### config.mk
export PLATFORM = sky130hd
export DESIGN_NAME = reg_wport_arbiter
export DESIGN_NICKNAME = d
export VERILOG_FILES = /design/src/rtl/reg_wport_arbiter_pkg.sv /design/src/rtl/reg_wport_arbiter_wport_fifo.sv /design/src/rtl/reg_wport_arbiter.sv
export SDC_FILE = /design/constraint.sdc
export NUM_CORES = 1
export LEC_CHECK = 0
export BUFFER_PORTS_ARGS = -buffer_cell sky130_fd_sc_hd__buf_2
export CAP_MARGIN = 20
export CORE_MARGIN = 8
export CORE_UTILIZATION = 40
export CTS_CLUSTER_SIZE = 25
export DETAILED_ROUTE_END_ITERATION = 7
export GPL_TIMING_DRIVEN = 0
export PLACE_DENSITY = 0.61
export SLEW_MARGIN = 20
export SYNTH_ARGS = -nofsm -noshare
export SYNTH_HDL_FRONTEND = slang
export SYNTH_SLANG_ARGS = --single-unit
### constraint.sdc
create_clock -name clk -period 7 [get_ports clk]
set_clock_uncertainty 0.1 [all_clocks]
set_input_delay 1.75 -clock clk [delete_from_list [all_inputs] [get_ports clk]]
set_output_delay 1.75 -clock clk [all_outputs]
set_load 0.01 [all_outputs]
### src/rtl/reg_wport_arbiter_pkg.sv
// reg_wport_arbiter_pkg: shared widths, zero register and write-port grant source encoding
package reg_wport_arbiter_pkg;
  localparam int DEF_ADDR_WIDTH = 5;
  localparam int DEF_DATA_WIDTH = 32;
  localparam int ZERO_REG = 0;
  typedef enum logic [1:0] {GNT_NONE, GNT_WB, GNT_FIFO, GNT_BYP} gnt_e;
endpackage

### src/rtl/reg_wport_arbiter_wport_fifo.sv
// reg_wport_arbiter_wport_fifo: power-of-two sync FIFO with full/empty and same-cycle push/pop
module reg_wport_arbiter_wport_fifo #(
  parameter int DEPTH = 2,
  parameter int WIDTH = 8
) (
  input  logic                     clk,
  input  logic                     rst,
  input  logic                     push_i,
  input  logic                     pop_i,
  input  logic [WIDTH-1:0]         data_i,
  output logic [WIDTH-1:0]         head_o,
  output logic                     full_o,
  output logic                     empty_o,
  output logic [$clog2(DEPTH):0]   count_o
);
  localparam int AW = $clog2(DEPTH);
  localparam int CW = AW + 1;
  logic [WIDTH-1:0] mem_q [DEPTH];
  logic [AW-1:0] rp_q, wp_q;
  logic [CW-1:0] cnt_q;
  logic do_push, do_pop;
  assign full_o  = cnt_q == CW'(DEPTH);
  assign empty_o = cnt_q == '0;
  assign head_o  = mem_q[rp_q];
  assign count_o = cnt_q;
  assign do_pop  = pop_i && !empty_o;
  assign do_push = push_i && (!full_o || do_pop);
  // Storage carries no reset; only the pointers and count decide what is valid
  always_ff @(posedge clk)
    if (do_push) mem_q[wp_q] <= data_i;
  // Pointers wrap naturally because DEPTH is a power of two
  always_ff @(posedge clk or negedge rst)
    if (!rst) begin
      rp_q  <= '0;
      wp_q  <= '0;
      cnt_q <= '0;
    end else begin
      if (do_push) wp_q <= wp_q + AW'(1);
      if (do_pop) rp_q <= rp_q + AW'(1);
      cnt_q <= cnt_q + CW'(do_push) - CW'(do_pop);
    end
endmodule

### src/rtl/reg_wport_arbiter.sv
// reg_wport_arbiter: shares the register-file write port between WB and a multi-cycle unit
module reg_wport_arbiter
  import reg_wport_arbiter_pkg::*;
#(
  parameter int REG_ADDR_WIDTH = DEF_ADDR_WIDTH,
  parameter int REG_DATA_WIDTH = DEF_DATA_WIDTH,
  parameter int MC_DEPTH       = 2,
  parameter int STARVE_LIMIT   = 4
) (
  input  logic                        clk,
  input  logic                        rst,
  input  logic                        wb_regwrite,
  input  logic [REG_ADDR_WIDTH-1:0]   wb_rd,
  input  logic [REG_DATA_WIDTH-1:0]   wb_data,
  input  logic                        mc_valid,
  output logic                        mc_ready,
  input  logic [REG_ADDR_WIDTH-1:0]   mc_rd,
  input  logic [REG_DATA_WIDTH-1:0]   mc_data,
  input  logic                        mc_issue,
  input  logic [REG_ADDR_WIDTH-1:0]   id_rs1,
  input  logic [REG_ADDR_WIDTH-1:0]   id_rs2,
  input  logic [REG_ADDR_WIDTH-1:0]   id_rd,
  output logic                        RegWrite_out,
  output logic [REG_ADDR_WIDTH-1:0]   rd_out,
  output logic [REG_DATA_WIDTH-1:0]   write_data_out,
  output logic                        stall_out,
  output logic [2**REG_ADDR_WIDTH-1:0] busy_vec
);
  localparam int NREG = 2**REG_ADDR_WIDTH;
  localparam int EW   = REG_ADDR_WIDTH + REG_DATA_WIDTH;
  localparam int SW   = $clog2(STARVE_LIMIT + 1);
  localparam int CW   = $clog2(MC_DEPTH) + 1;
  localparam logic [REG_ADDR_WIDTH-1:0] X0 = REG_ADDR_WIDTH'(ZERO_REG);

  logic [EW-1:0] head;
  logic [REG_ADDR_WIDTH-1:0] head_rd, grant_rd;
  logic [REG_DATA_WIDTH-1:0] head_data, grant_data;
  logic [CW-1:0] count;
  logic full, empty, push, pop, wb_win, nxt_empty, issue, mc_grant;
  gnt_e gnt;
  logic [SW-1:0] starve_q, starve_d;
  logic drain_q, drain_d;
  logic [NREG-1:0] busy_q, busy_d;

  assign {head_rd, head_data} = head;

  reg_wport_arbiter_wport_fifo #(.DEPTH(MC_DEPTH), .WIDTH(EW)) u_fifo (
    .clk(clk), .rst(rst), .push_i(push), .pop_i(pop), .data_i({mc_rd, mc_data}),
    .head_o(head), .full_o(full), .empty_o(empty), .count_o(count)
  );

  // Grant priority: WB, then FIFO head, then same-cycle bypass of a fresh result; outputs forced to 0 in reset
  always_comb begin
    wb_win         = wb_regwrite && wb_rd != X0;
    gnt            = wb_win ? GNT_WB : !empty ? GNT_FIFO : mc_valid ? GNT_BYP : GNT_NONE;
    mc_grant       = gnt == GNT_FIFO || gnt == GNT_BYP;
    grant_rd       = gnt == GNT_WB ? wb_rd : gnt == GNT_FIFO ? head_rd : gnt == GNT_BYP ? mc_rd : X0;
    grant_data     = gnt == GNT_WB ? wb_data : gnt == GNT_FIFO ? head_data : gnt == GNT_BYP ? mc_data : '0;
    pop            = gnt == GNT_FIFO;
    push           = mc_valid && !full && gnt != GNT_BYP;
    RegWrite_out   = rst && gnt != GNT_NONE && grant_rd != X0;
    rd_out         = rst ? grant_rd : X0;
    write_data_out = rst ? grant_data : '0;
    mc_ready       = rst && !full;
    stall_out      = rst && (drain_q || busy_q[id_rs1] || busy_q[id_rs2] || busy_q[id_rd]);
    issue          = mc_issue && !stall_out && id_rd != X0;
  end

  // Starvation tracking, drain hold-off until the FIFO empties, and pending-write scoreboard
  always_comb begin
    starve_d  = pop ? '0 : (!empty && wb_win && starve_q != SW'(STARVE_LIMIT)) ? starve_q + SW'(1) : starve_q;
    nxt_empty = (empty || (pop && count == CW'(1))) && !push;
    drain_d   = !nxt_empty && (drain_q || starve_d == SW'(STARVE_LIMIT));
    busy_d    = busy_q;
    if (mc_grant) busy_d[grant_rd] = 1'b0;
    if (issue) busy_d[id_rd] = 1'b1;
    busy_d[ZERO_REG] = 1'b0;
  end

  // State registers, cleared asynchronously so reset discards all pending multi-cycle work
  always_ff @(posedge clk or negedge rst)
    if (!rst) begin
      starve_q <= '0;
      drain_q  <= 1'b0;
      busy_q   <= '0;
    end else begin
      starve_q <= starve_d;
      drain_q  <= drain_d;
      busy_q   <= busy_d;
    end

  assign busy_vec = busy_q;
endmodule

* Word-level counts from Yosys, hierarchy flattened *
Memories as Yosys holds them, arrays and structs flattened.
Index checks and enable logic that the tools add are counted.
W data, S select, Z words.

storage, ports and cells
  memory bits (writable) = 74
  memories kept = 1
  input port bits = 94
  latch bits = 0
  bits in registers = 39
  memory bits (read-only) = 0

cells by class
  divide/modulo/power cells = 0
  equal/unequal tests = 8
  magnitude comparators = 6
  $mul = 0
  shifts and indexed selects = 0
  muxes and demuxes = 27
  add/sub/neg operators = 5
  reduce and logical (&&, ||, !) cells = 35
  bitwise logic cells = 3

memories
  memory        depth  width  read ports  clocked after Yosys merged registers in  write ports  RTL line                            text
  u_fifo.mem_q  2      37     1           0                                        1            reg_wport_arbiter_wport_fifo.sv:18  logic [WIDTH-1:0] mem_q [DEPTH];

operators with widths
  kind                   number
  $mux W32               6
  $and A32 B32 Y32       1
  $not A32 Y32           1
  $or A32 B32 Y32        1
  $lt A5 B6 Y1 const B   4
  $mux W5                4
  $logic_and A1 B1 Y1    18
  $bmux W1 S5            3
  $reduce_bool A5 Y1     3
  $demux W1 S5           2
  $ge A5 B1 Y1 const B   2
  $logic_or A1 B1 Y1     7
  $mux W1                7
  $eq A2 B2 Y1 const B   3
  $mux W2                3
  $mux W3                2
  $logic_not A1 Y1       5
  $eq A2 B1 Y1 const B   2
  $add A3 B1 Y3 const B  1
  $eq A3 B3 Y1 const B   1
  $ne A3 B3 Y1 const B   1
  $add A1 B1 Y1 const B  2
  $add A2 B1 Y2          1
  $logic_not A2 Y1       1
  other kinds (3)        3

* Depth between registers and ports, before layout *
Gate-level depths: netlist (run 1).

  depth after elaboration = 16
  depth in mapped cells = 9
  mapped depth without buffers = 8

* Hierarchy *
Synthesis (run 1) repeated with hierarchy kept, for this count alone.

unflattened totals
  cells, all modules = 625
  area total of the unflattened synthesis = 6981.7 sq um

by module, submodules not included
  module                        area each (sq um)  times used  sequential area each (sq um)  cells an instance
  reg_wport_arbiter             3998.8             1           875.8                         486
  reg_wport_arbiter_wport_fifo  2982.9             1           2322.2                        139

* Least setup slack after synthesis (run 1) *
OpenSTA, ideal clock, no wires.

  path type = input -> output
  from = input id_rs1[1]
  to = output stall_out
  stages = 8
  arrival time = 3904 ps
  data required time = 5150 ps
  slack = 1246 ps
  buffers on the path = 2
  cells stage by stage = clkbuf_1 > mux4_2 > mux2_2 > nand3_1 > o41ai_1 > or4_4 > buf_6 > o21a_1

on the way
  longest elaborated chain between the ends = 6

ends and longest elaborated chain
  item                              RTL line                 text
  start: declaration                reg_wport_arbiter.sv:20  input logic [REG_ADDR_WIDTH-1:0] id_rs1,
  $bmux W1 S5                       reg_wport_arbiter.sv:65  stall_out = rst && (drain_q || busy_q[id_rs1] || busy_q[id_rs2] || busy_q[id_rd]);
  $mux W1 (implied by the code)     reg_wport_arbiter.sv:65
  $logic_or A1 B1 Y1 (3 in series)  reg_wport_arbiter.sv:65
  $logic_and A1 B1 Y1               reg_wport_arbiter.sv:65
  end: declaration                  reg_wport_arbiter.sv:26  output logic stall_out,

No other way between the ends. The select of a mux whose other input is x is not followed.

* Worst setup path in the final report (run 1) *
  from = input wb_rd[0]
  to = output RegWrite_out

on the way
  longest elaborated chain between the ends = 9
  elaborated cells on any way between the ends = 13

ends and longest elaborated chain
  item                     RTL line                 text
  start: declaration       reg_wport_arbiter.sv:13  input logic [REG_ADDR_WIDTH-1:0] wb_rd,
  $reduce_bool A5 Y1       reg_wport_arbiter.sv:54  wb_win = wb_regwrite && wb_rd != X0;
  $logic_and A1 B1 Y1      reg_wport_arbiter.sv:54
  $mux W2                  reg_wport_arbiter.sv:55  gnt = wb_win ? GNT_WB : !empty ? GNT_FIFO : mc_valid ? GNT_BYP : GNT_NONE;
  $eq A2 B2 Y1             reg_wport_arbiter.sv:57  grant_rd = gnt == GNT_WB ? wb_rd : gnt == GNT_FIFO ? head_rd : gnt == GNT_BYP ? mc_rd : X0;
  $mux W5 (3 in series)    reg_wport_arbiter.sv:57
  $reduce_bool A5 Y1       reg_wport_arbiter.sv:61  RegWrite_out = rst && gnt != GNT_NONE && grant_rd != X0;
  $logic_and A1 B1 Y1 (*)  reg_wport_arbiter.sv:61
  end: declaration         reg_wport_arbiter.sv:23  output logic RegWrite_out,

Mark *: on every way between the ends. The rest lies on a longest branch, timed or not.

==> out/qor.csv, run 1 <==
metric;value;unit
status;completed;
track_usage;19.74;%
place_ws;0.7678;ns
worst_pin_slew;1.076;ns
setup_viol;0;
syn-instance-count;607;
clkLatencyLatePin;0.42;ns
synth.distinct_cells;58;
yosys-top-cells-area;edfxtp_1 (33%), dfrtp_1 (14%), mux2_2 (5.3%);
start_util;41.04;%
period_needed;6.307;ns
syn_avg_cell_area;11.21;sq um
coreArea;16580;sq um
drive_above_1_share;32.54;%
synth-seq-area-share;46.99;%
routed_wl;21710;um
hold_viol;0;
utilization;51.27;%
dr_wl_met3;1631;um
num_vias;5939;
row_count;47;
cts_buffers;17;
synth_edf_count;74;
synthFlopType;edfxtp_1;
wl_per_cell;21.35;um
syn2layout_area_growth;24.91;%
rsz0062_at_grt;false;
synth-seq-cells;113;
grt-ovfl-total;0;
hold_slack;0.4433;ns
via_per_inst;5.840;
cap_viol_max_count;0;
met1_length;9186;um
ant_nets;0;
cp_max_fo;10;
tns;0;ns
slew_violations;0;
io_pins;166;
dr.pass1.iters;5;
die_w;146.4;um
portBuffers;155;
slowest_stage;or4_1;
cpMostUsedCell;buf_2;
ir_drop;186.6;uV
syn-num-nets;705;
drc;0;
cp.arrival;4.46;ns
slew_headroom;27.73;%
gp_congestion;0.9046;
yosysMostFrequentCell;edfxtp_1;
grt_pass1_vias;6010;
yosys.area.top_type;edfxtp_1;
postCtsSetupBuffers;0;
start_kind;input port;
final_nets;881;
dieArea;21450;sq um
die_h;146.4;um
drtIter0Drc;423;
synth.top_cell.area_share;32.65;%
synth_commonest_cells;edfxtp_1 (74), nand2_1 (73), dfrtp_1 (39);
critical_path_class;input port to output pin;
synth-warning-count;0;
dr_wl_met2;10580;um
hpwlAfterDp;16100;um
path_buf_inv;3;
hold_path_class;register to register;
cts_num_sinks;113;
path_delay_family;simple AND/OR/NAND/NOR gates;
fmax;158.5;MHz
cts.path.max_buffers;2;
powerDensity;381.8;nW/um^2
max_stage_delay;0.56;ns
syn_area;6807;sq um
path_cells;buf_2, or4_1, o21ai_0, clkbuf_1, mux2i_1, nand3_1, o311a_1, buf_2;
end_kind;output pin;
period_share;90.11;%
place_inst;984;
total_leakage_power;3.412;nW
cts_hold_buf;0;
cts_resized;0;
grt_pass1_wl;33350;um
cts_tree;done;
htreeDepth;4;
maxUsedRoutingLayer;met5;
async_flop_share;34.51;%
clk_pin_slew;0.05;ns
clockRootBuffer;clkbuf_16;
finalNonFillerCells;1017;
grt_max_degree;45;
setup_slack;0.6926;ns
antenna_found_initial;2;
required;5.15;ns
[layout by cell type, fill, tap and decap left out, types with 17 or more instances in the layout]
| cell | instances |
|---|---|
| a21oi_1 | 29 |
| a221oi_1 | 19 |
| and3_1 | 21 |
| buf_2 | 156 |
| clkbuf_1 | 32 |
| clkbuf_16 | 17 |
| dfrtp_1 | 39 |
| edfxtp_1 | 74 |
| mux2_2 | 32 |
| mux2i_1 | 33 |
| nand2_1 | 73 |
| nor2b_1 | 34 |
| o21ai_0 | 35 |
| o311ai_1 | 23 |
[area by class of cell]
class / instances / area [sq um]
fill: 1523 / 8082
clock inverter: 12 / 141.4
inverter: 7 / 26.28
clock buffer: 20 / 436.7
timing repair buffer: 157 / 825.8
buffer: 51 / 311.5
multi-input combinational: 436 / 3284
tap: 220 / 275.3
sequential: 113 / 3198
antenna: 1 / 2.502
[worst paths after layout]
kind,startpoint,to,slack [ns],depth (start not counted)
worst max-delay path,wb_rd[0],RegWrite_out,0.69,8
worst min register to register,u_fifo.wp_q,u_fifo.wp_q,0.44,1
min in group asynchronous,rst,busy_vec[13],1.24,1
worst min-delay path,u_fifo.wp_q,u_fifo.wp_q,0.44,1
max in group asynchronous,rst,busy_vec[29],5.15,1
worst max register to register,busy_vec[9],busy_vec[15],4.06,7
[power by group]
group	switching, W	total [W]	internal, W
registers	0.000170	0.00110	0.000926
clock network	0.000295	0.000848	0.000553
logic	0.000732	0.00130	0.000571
total	0.00120	0.00325	0.00205
[registers in the layout (all words and copies together), names as in the netlist]
register / cells
u_fifo.rp_q: 1
u_fifo.mem_q: 74
u_fifo.wp_q: 1
drain_q: 1
busy_vec: 31
starve_q: 3
u_fifo.count_o: 2
[per-stage QoR]
stage / instance area [sq um] / total power, W
after floorplan: 6807 / 0.001902
after global placement: 7858 / 0.002353
after detailed placement: 7919 / 0.002402
after CTS: 8497 / 0.003257
after global routing: 8502 / 0.003419
final: 8502 / 0.003246
[worst reg2reg max path, cell delays in order, from the launching register on]
cell and delay [ns]:
dfrtp_1 0.42, mux4_1 0.55, nand2_1 0.13, o211ai_1 0.09
or4_1 0.42, or4_4 0.60, buf_6 0.18, o311ai_1 0.33
[cells by family after synthesis]
group           Yosys count  synth area share, %
compound gates          145                14.69
xor+xnor                  5               0.6434
fa+ha+maj                 5               0.8824
buf+inv                  58                4.963
flops                   113                46.99
mux                      82                15.94
other cells               1              0.05509
simple gates            198                15.85
[per-layer routing]
| layer | track usage (%) | vias to the layer above |
|---|---|---|
| met2 | 32.25 | 304 |
| met3 | 5.037 | 37 |
| li1 | - | 2697 |
| met1 | 25.11 | 2899 |
| met4 | 6.234 | 2 |
| met5 | 0 | - |
Note: power is estimated with default switching activity, not from simulation.
==> run 2, diff against run 1 <==
--- a/config.mk
+++ b/config.mk
@@ -7,12 +7,11 @@
 export LEC_CHECK = 0
 export BUFFER_PORTS_ARGS = -buffer_cell sky130_fd_sc_hd__buf_2
 export CAP_MARGIN = 20
-export CORE_MARGIN = 8
 export CORE_UTILIZATION = 40
 export CTS_CLUSTER_SIZE = 25
 export DETAILED_ROUTE_END_ITERATION = 7
 export GPL_TIMING_DRIVEN = 0
-export PLACE_DENSITY = 0.61
+export PLACE_DENSITY_LB_ADDON = 0.15
 export SLEW_MARGIN = 20
 export SYNTH_ARGS = -nofsm -noshare
 export SYNTH_HDL_FRONTEND = slang
==> run 2 against run 1 <==
- fmax grew 0.61%
- sequential share of layout area barely moved
- cell count about the same
- combinational power about the same
- critical path type unchanged
- largest power group unchanged
==> out/qor.csv, run 2 (synthesized netlist as in run 1, its figures left out) <==
metric;value;unit
largest-register;u_fifo.mem_q;
n_fill_cell;1533;
power.internal;0.002021;W
drc;0;
track_usage;23.67;%
ir_drop;194.4;uV
cts.path.max_buffers;2;
row_count;47;
ff2ff_path_depth;7;
utilization;51.26;%
setup.worst_path.end;RegWrite_out;
regToRegEndpoint;busy_vec[22];
cp.arrival;4.42;ns
gp_congestion;0.8476;
r2r_start;busy_vec[9];
grt_max_degree;45;
rsz0062_at_grt;false;
cts_hold_buf;0;
clkLatencyLatePin;0.41;ns
period_needed;6.269;ns
postCtsSetupBuffers;0;
final_cell_mix;buf_2 (156), edfxtp_1 (74), nand2_1 (73);
htreeDepth;4;
worst_pin_slew;1.166;ns
end_kind;output pin;
num_vias;5868;
start_util;41.04;%
die_w;132.4;um
tns;0;ns
drive_above_1_share;32.62;%
hold_viol;0;
required;5.15;ns
syn2layout_area_growth;24.89;%
grt_util_met2;37.02;%
cts_tree;done;
clockRootBuffer;clkbuf_16;
cts_buffers;17;
top_usage_layer;met2;
powerDensity;376.8;nW/um^2
final_nets;882;
cp_max_fo;10;
final_common_cell;buf_2;
dieArea;17540;sq um
critical_path_class;input port to output pin;
total_leakage_power;3.414;nW
crit_path_start;wb_rd[0];
period_share;89.56;%
ant_nets;0;
coreArea;16580;sq um
p_switching;0.001182;W
via_per_inst;5.764;
largest_reg_flops;74;
antenna_found_initial;1;
wl_per_cell;19.74;um
grt_pass1_vias;5924;
clk_pin_slew;0.05;ns
routed_wl;20100;um
grt-ovfl-total;0;
grt_pass1_wl;31920;um
swShare;36.91;%
hold_slack;0.4527;ns
portBuffers;155;
slew_headroom;22.09;%
pwr-share-comb;40.4;%
place_inst;985;
status;completed;
seqPwrFrac;34.2;%
use_met3;5.441;%
dr.pass1.iters;6;
fmax;159.5;MHz
die_h;132.4;um
reg2reg_setup_slack;4.04;ns
hpwlAfterDp;14790;um
hold_depth;1;
drtIter0Drc;589;
cts_resized;0;
finalNonFillerCells;1018;
hold_path_class;register to register;
cap_viol_max_count;0;
slew_violations;0;
clkPwrFrac;25.4;%
start_kind;input port;
io_pins;166;
cts_num_sinks;113;
setup_viol;0;
grtUsageMet1;32.04;%
run 2: changes by cell type in the layout (fill, tap and decap cells not counted), sizes merged:
| cell | previous run | this run |
|---|---|---|
| buf | 170 | 171 |
| bufinv | 3 | 2 |
| clkinv | 6 | 7 |
run 2: critical path: stages:
cell and delay [ns]:
buf_2 0.12, or4_1 0.56, o21ai_0 0.34, clkbuf_1 0.44
mux2i_1 0.43, nand3_1 0.27, o311a_1 0.36, buf_2 0.15
run 2: layout make-up:
class	count	area (sq um)	area share [%]
antenna	1	2.502	0.02944
buffer	51	311.5	3.665
clock buffer	20	436.7	5.137
clock inverter	12	117.6	1.384
inverter	7	26.28	0.3091
multi-input combinational	436	3279	38.58
sequential	113	3198	37.62
tap	220	275.3	3.238
timing repair buffer	158	853.3	10.04
run 2: worst min-delay path by stage:
stage | from | end | slack (ns)
after floorplan | u_fifo.wp_q | u_fifo.wp_q | 0.36
after global placement | u_fifo.wp_q | u_fifo.wp_q | 0.38
after detailed placement | u_fifo.wp_q | u_fifo.wp_q | 0.45
after CTS | u_fifo.wp_q | u_fifo.wp_q | 0.46
after global routing | u_fifo.wp_q | u_fifo.wp_q | 0.48
final | u_fifo.wp_q | u_fifo.wp_q | 0.45
run 2: through the flow:
stage                     setup slack (ns)  total power, W  area (sq um)
final                               0.7308        0.003203          8501
after global routing                0.5268        0.003383          8501
after CTS                           0.7479        0.003210          8496
after detailed placement            0.7522        0.002388          7941
after global placement              0.7815        0.002327          7858
after floorplan                      1.246        0.001902          6807
run 2: power by group through the flow:
stage	Clock [W]	Combinational, W	Sequential [W]
6_report	0.000814	0.00129	0.00109
3_5_place_dp	0	0.00128	0.00110
2_1_floorplan	0	0.000818	0.00108
4_1_cts	0.000825	0.00129	0.00109
5_1_grt	0.000857	0.00141	0.00112
3_3_place_gp	0	0.00123	0.00110
run 2: metal layers:
| metal | wire, um | up-vias |
|---|---|---|
| met5 | 0 | - |
| met4 | 391 | 0 |
| met3 | 1297 | 41 |
| met2 | 9519 | 251 |
| met1 | 8887 | 2875 |
| li1 | - | 2701 |
==> run 3, diff against run 2 <==
--- a/config.mk
+++ b/config.mk
@@ -15,4 +15,5 @@
 export SLEW_MARGIN = 20
 export SYNTH_ARGS = -nofsm -noshare
 export SYNTH_HDL_FRONTEND = slang
+export SYNTH_HIERARCHICAL = 1
 export SYNTH_SLANG_ARGS = --single-unit
==> run 3 against run 2 <==
- non-clock buffer count is 10 higher
- sequential cell count stayed put
- power is 8.4% higher
- first-iteration DRC count is 26% lower
- clock-buffer cell count is 2 lower
- clock power is 7.2% higher
- largest power group unchanged
- combinational power is 12% higher
- critical endpoint is now write_data_out[26]
- sequential share of layout area is 0.84 points lower
==> out/qor.csv, run 3 <==
metric;value;unit
start_kind;input port;
row_count;47;
clk_pin_slew;0.05;ns
fmax;169.4;MHz
place_ws;1.066;ns
n_antenna_cell;0;
slew_headroom;26.23;%
grt-ovfl-total;0;
grt_max_degree;45;
coreArea;16820;sq um
r2r_start;u_fifo/count_o[1];
gp_congestion;0.9382;
cts_resized;0;
clockRootBuffer;clkbuf_16;
synth.top_cell.area_share;31.83;%
synthFlopType;edfxtp_1;
ant_nets;0;
cts_hold_buf;0;
worstHoldStart;u_fifo/wp_q;
hold_path_end;u_fifo/wp_q;
status;completed;
worst_pin_slew;1.104;ns
wl_per_cell;20.67;um
largest-register;u_fifo/mem_q;
drive_above_1_share;33.95;%
final_cell_mix;buf_2 (172), edfxtp_1 (74), nor2_1 (48);
die_w;134.1;um
end_kind;output pin;
powerDensity;399.5;nW/um^2
regToRegEndpoint;busy_vec[25];
hold_depth;1;
final_common_cell;buf_2;
tns;0;ns
hold_viol;0;
synth-warning-count;6;
synth-seq-area-share;45.81;%
io_pins;166;
slew_violations;0;
drtIter0Drc;435;
synth-seq-cells;113;
period_share;84.31;%
async_flop_share;34.51;%
hold_path_class;register to register;
critical_path_class;input port to output pin;
synth_edf_count;74;
ir_drop;177.3;uV
cts_tree;done;
reg2reg_setup_slack;3.83;ns
syn-instance-count;625;
dr.pass1.iters;7;
antenna_found_initial;2;
track_usage;24.47;%
syn_area;6982;sq um
ff2ff_path_depth;8;
cap_viol_max_count;0;
yosys.area.top_type;edfxtp_1;
die_h;134.1;um
via_per_inst;5.867;
synth_commonest_cells;edfxtp_1 (74), nor2_1 (50), dfrtp_1 (39);
cp_max_fo;10;
hpwlAfterDp;15540;um
htreeDepth;4;
num_vias;6078;
rsz0062_at_grt;false;
yosysMostFrequentCell;edfxtp_1;
portBuffers;157;
syn-num-nets;722;
dieArea;17990;sq um
period_needed;5.902;ns
grt_pass1_vias;5947;
routed_wl;21410;um
setup_viol;0;
grt_pass1_wl;33490;um
setup_slack;1.098;ns
clkLatencyLatePin;0.42;ns
synth.distinct_cells;68;
final_nets;900;
required;5.15;ns
start_util;41.51;%
syn2layout_area_growth;24.53;%
cp.arrival;4.05;ns
largest_reg_flops;74;
drc;0;
total_leakage_power;3.456;nW
cts_num_sinks;113;
postCtsSetupBuffers;0;
syn_avg_cell_area;11.17;sq um
cts_buffers;17;
cts.path.max_buffers;2;
yosys-top-cells-area;edfxtp_1 (32%), dfrtp_1 (14%), mux4_2 (4.5%);
## run 3: cell count changes in the layout (fill, tap and decap cells not counted), moves of 20 or more
cell | previous run | this run
o21ai_0 | 35 | 8
o311ai_1 | 23 | 0
nand2_1 | 73 | 38
nor2_1 | 12 | 48
mux2_4 | 0 | 20
o31ai_1 | 0 | 24
nor3b_1 | 2 | 35
nor2b_1 | 34 | 4
a22oi_1 | 0 | 21
mux2i_1 | 33 | 7
## run 3: final cells by class
type | instances | area, sq um
tap | 220 | 275.3
clock inverter | 14 | 165.2
inverter | 12 | 45.04
clock buffer | 18 | 429.2
buffer | 60 | 320.3
timing repair buffer | 159 | 828.3
sequential | 113 | 3198
fill | 1526 | 8124
multi-input combinational | 440 | 3433
## run 3: where the power goes
group          leakage [nW]  total (W)  switching (W)  internal (W)
Combinational          2.00    0.00145       0.000793      0.000652
Sequential             1.17    0.00116       0.000213      0.000942
Clock                 0.281   0.000873       0.000315      0.000557
## run 3: worst max path at each step
stage / from / endpoint / slack, ns / depth (start not counted)
6_report: wb_rd[0] / write_data_out[26] / 1.10 / 9
5_1_grt: wb_rd[0] / write_data_out[27] / 0.85 / 9
4_1_cts: wb_rd[0] / write_data_out[26] / 1.04 / 9
3_5_place_dp: wb_rd[0] / write_data_out[26] / 1.07 / 9
3_3_place_gp: wb_rd[0] / u_fifo/mem_q[0][22] / 0.65 / 7
2_1_floorplan: id_rs2[0] / stall_out / 1.81 / 8
## run 3: per-layer routing
metal / vias up / wire, um / track usage, %
li1: 2788 / - / -
met1: 2945 / 9288 / 33.30
met2: 306 / 10270 / 39.29
met3: 37 / 1413 / 4.649
met4: 2 / 427 / 8.052
met5: - / 13 / 0
## run 3: kinds of logic (layout without fill, tap and decap cells)
family          Yosys count  in the layout  synth area share, %
flops                   113            113                45.81
compound gates          154            154                16.36
other cells               1              1              0.05371
xor+xnor                  5              5               0.6272
buf+inv                  72            263                5.233
mux                      69             69                14.55
fa+ha+maj                 3              3               0.5377
simple gates            208            208                16.83
## run 3: through the flow
step / instances / hold slack, ns / instance area (sq um) / power (W) / util, %
after floorplan: 625 / 0.3609 / 6982 / 0.002067 / -
after global placement: 1002 / 0.3848 / 8043 / 0.002555 / 47.82
after detailed placement: 1004 / 0.4458 / 8098 / 0.002598 / 48.15
after CTS: 1036 / 0.4570 / 8692 / 0.003473 / 51.68
after global routing: 1036 / 0.4813 / 8695 / 0.003655 / 51.70
final: 1036 / 0.4557 / 8695 / 0.003473 / 51.70
## run 3: worst max-delay path, cell delays in order
cell	delay (ns)
buf_2	0.10
or2_1	0.27
o41ai_1	0.32
buf_2	0.33
buf_2	0.28
buf_1	0.53
nor2_1	0.08
nor3b_1	0.22
buf_2	0.16
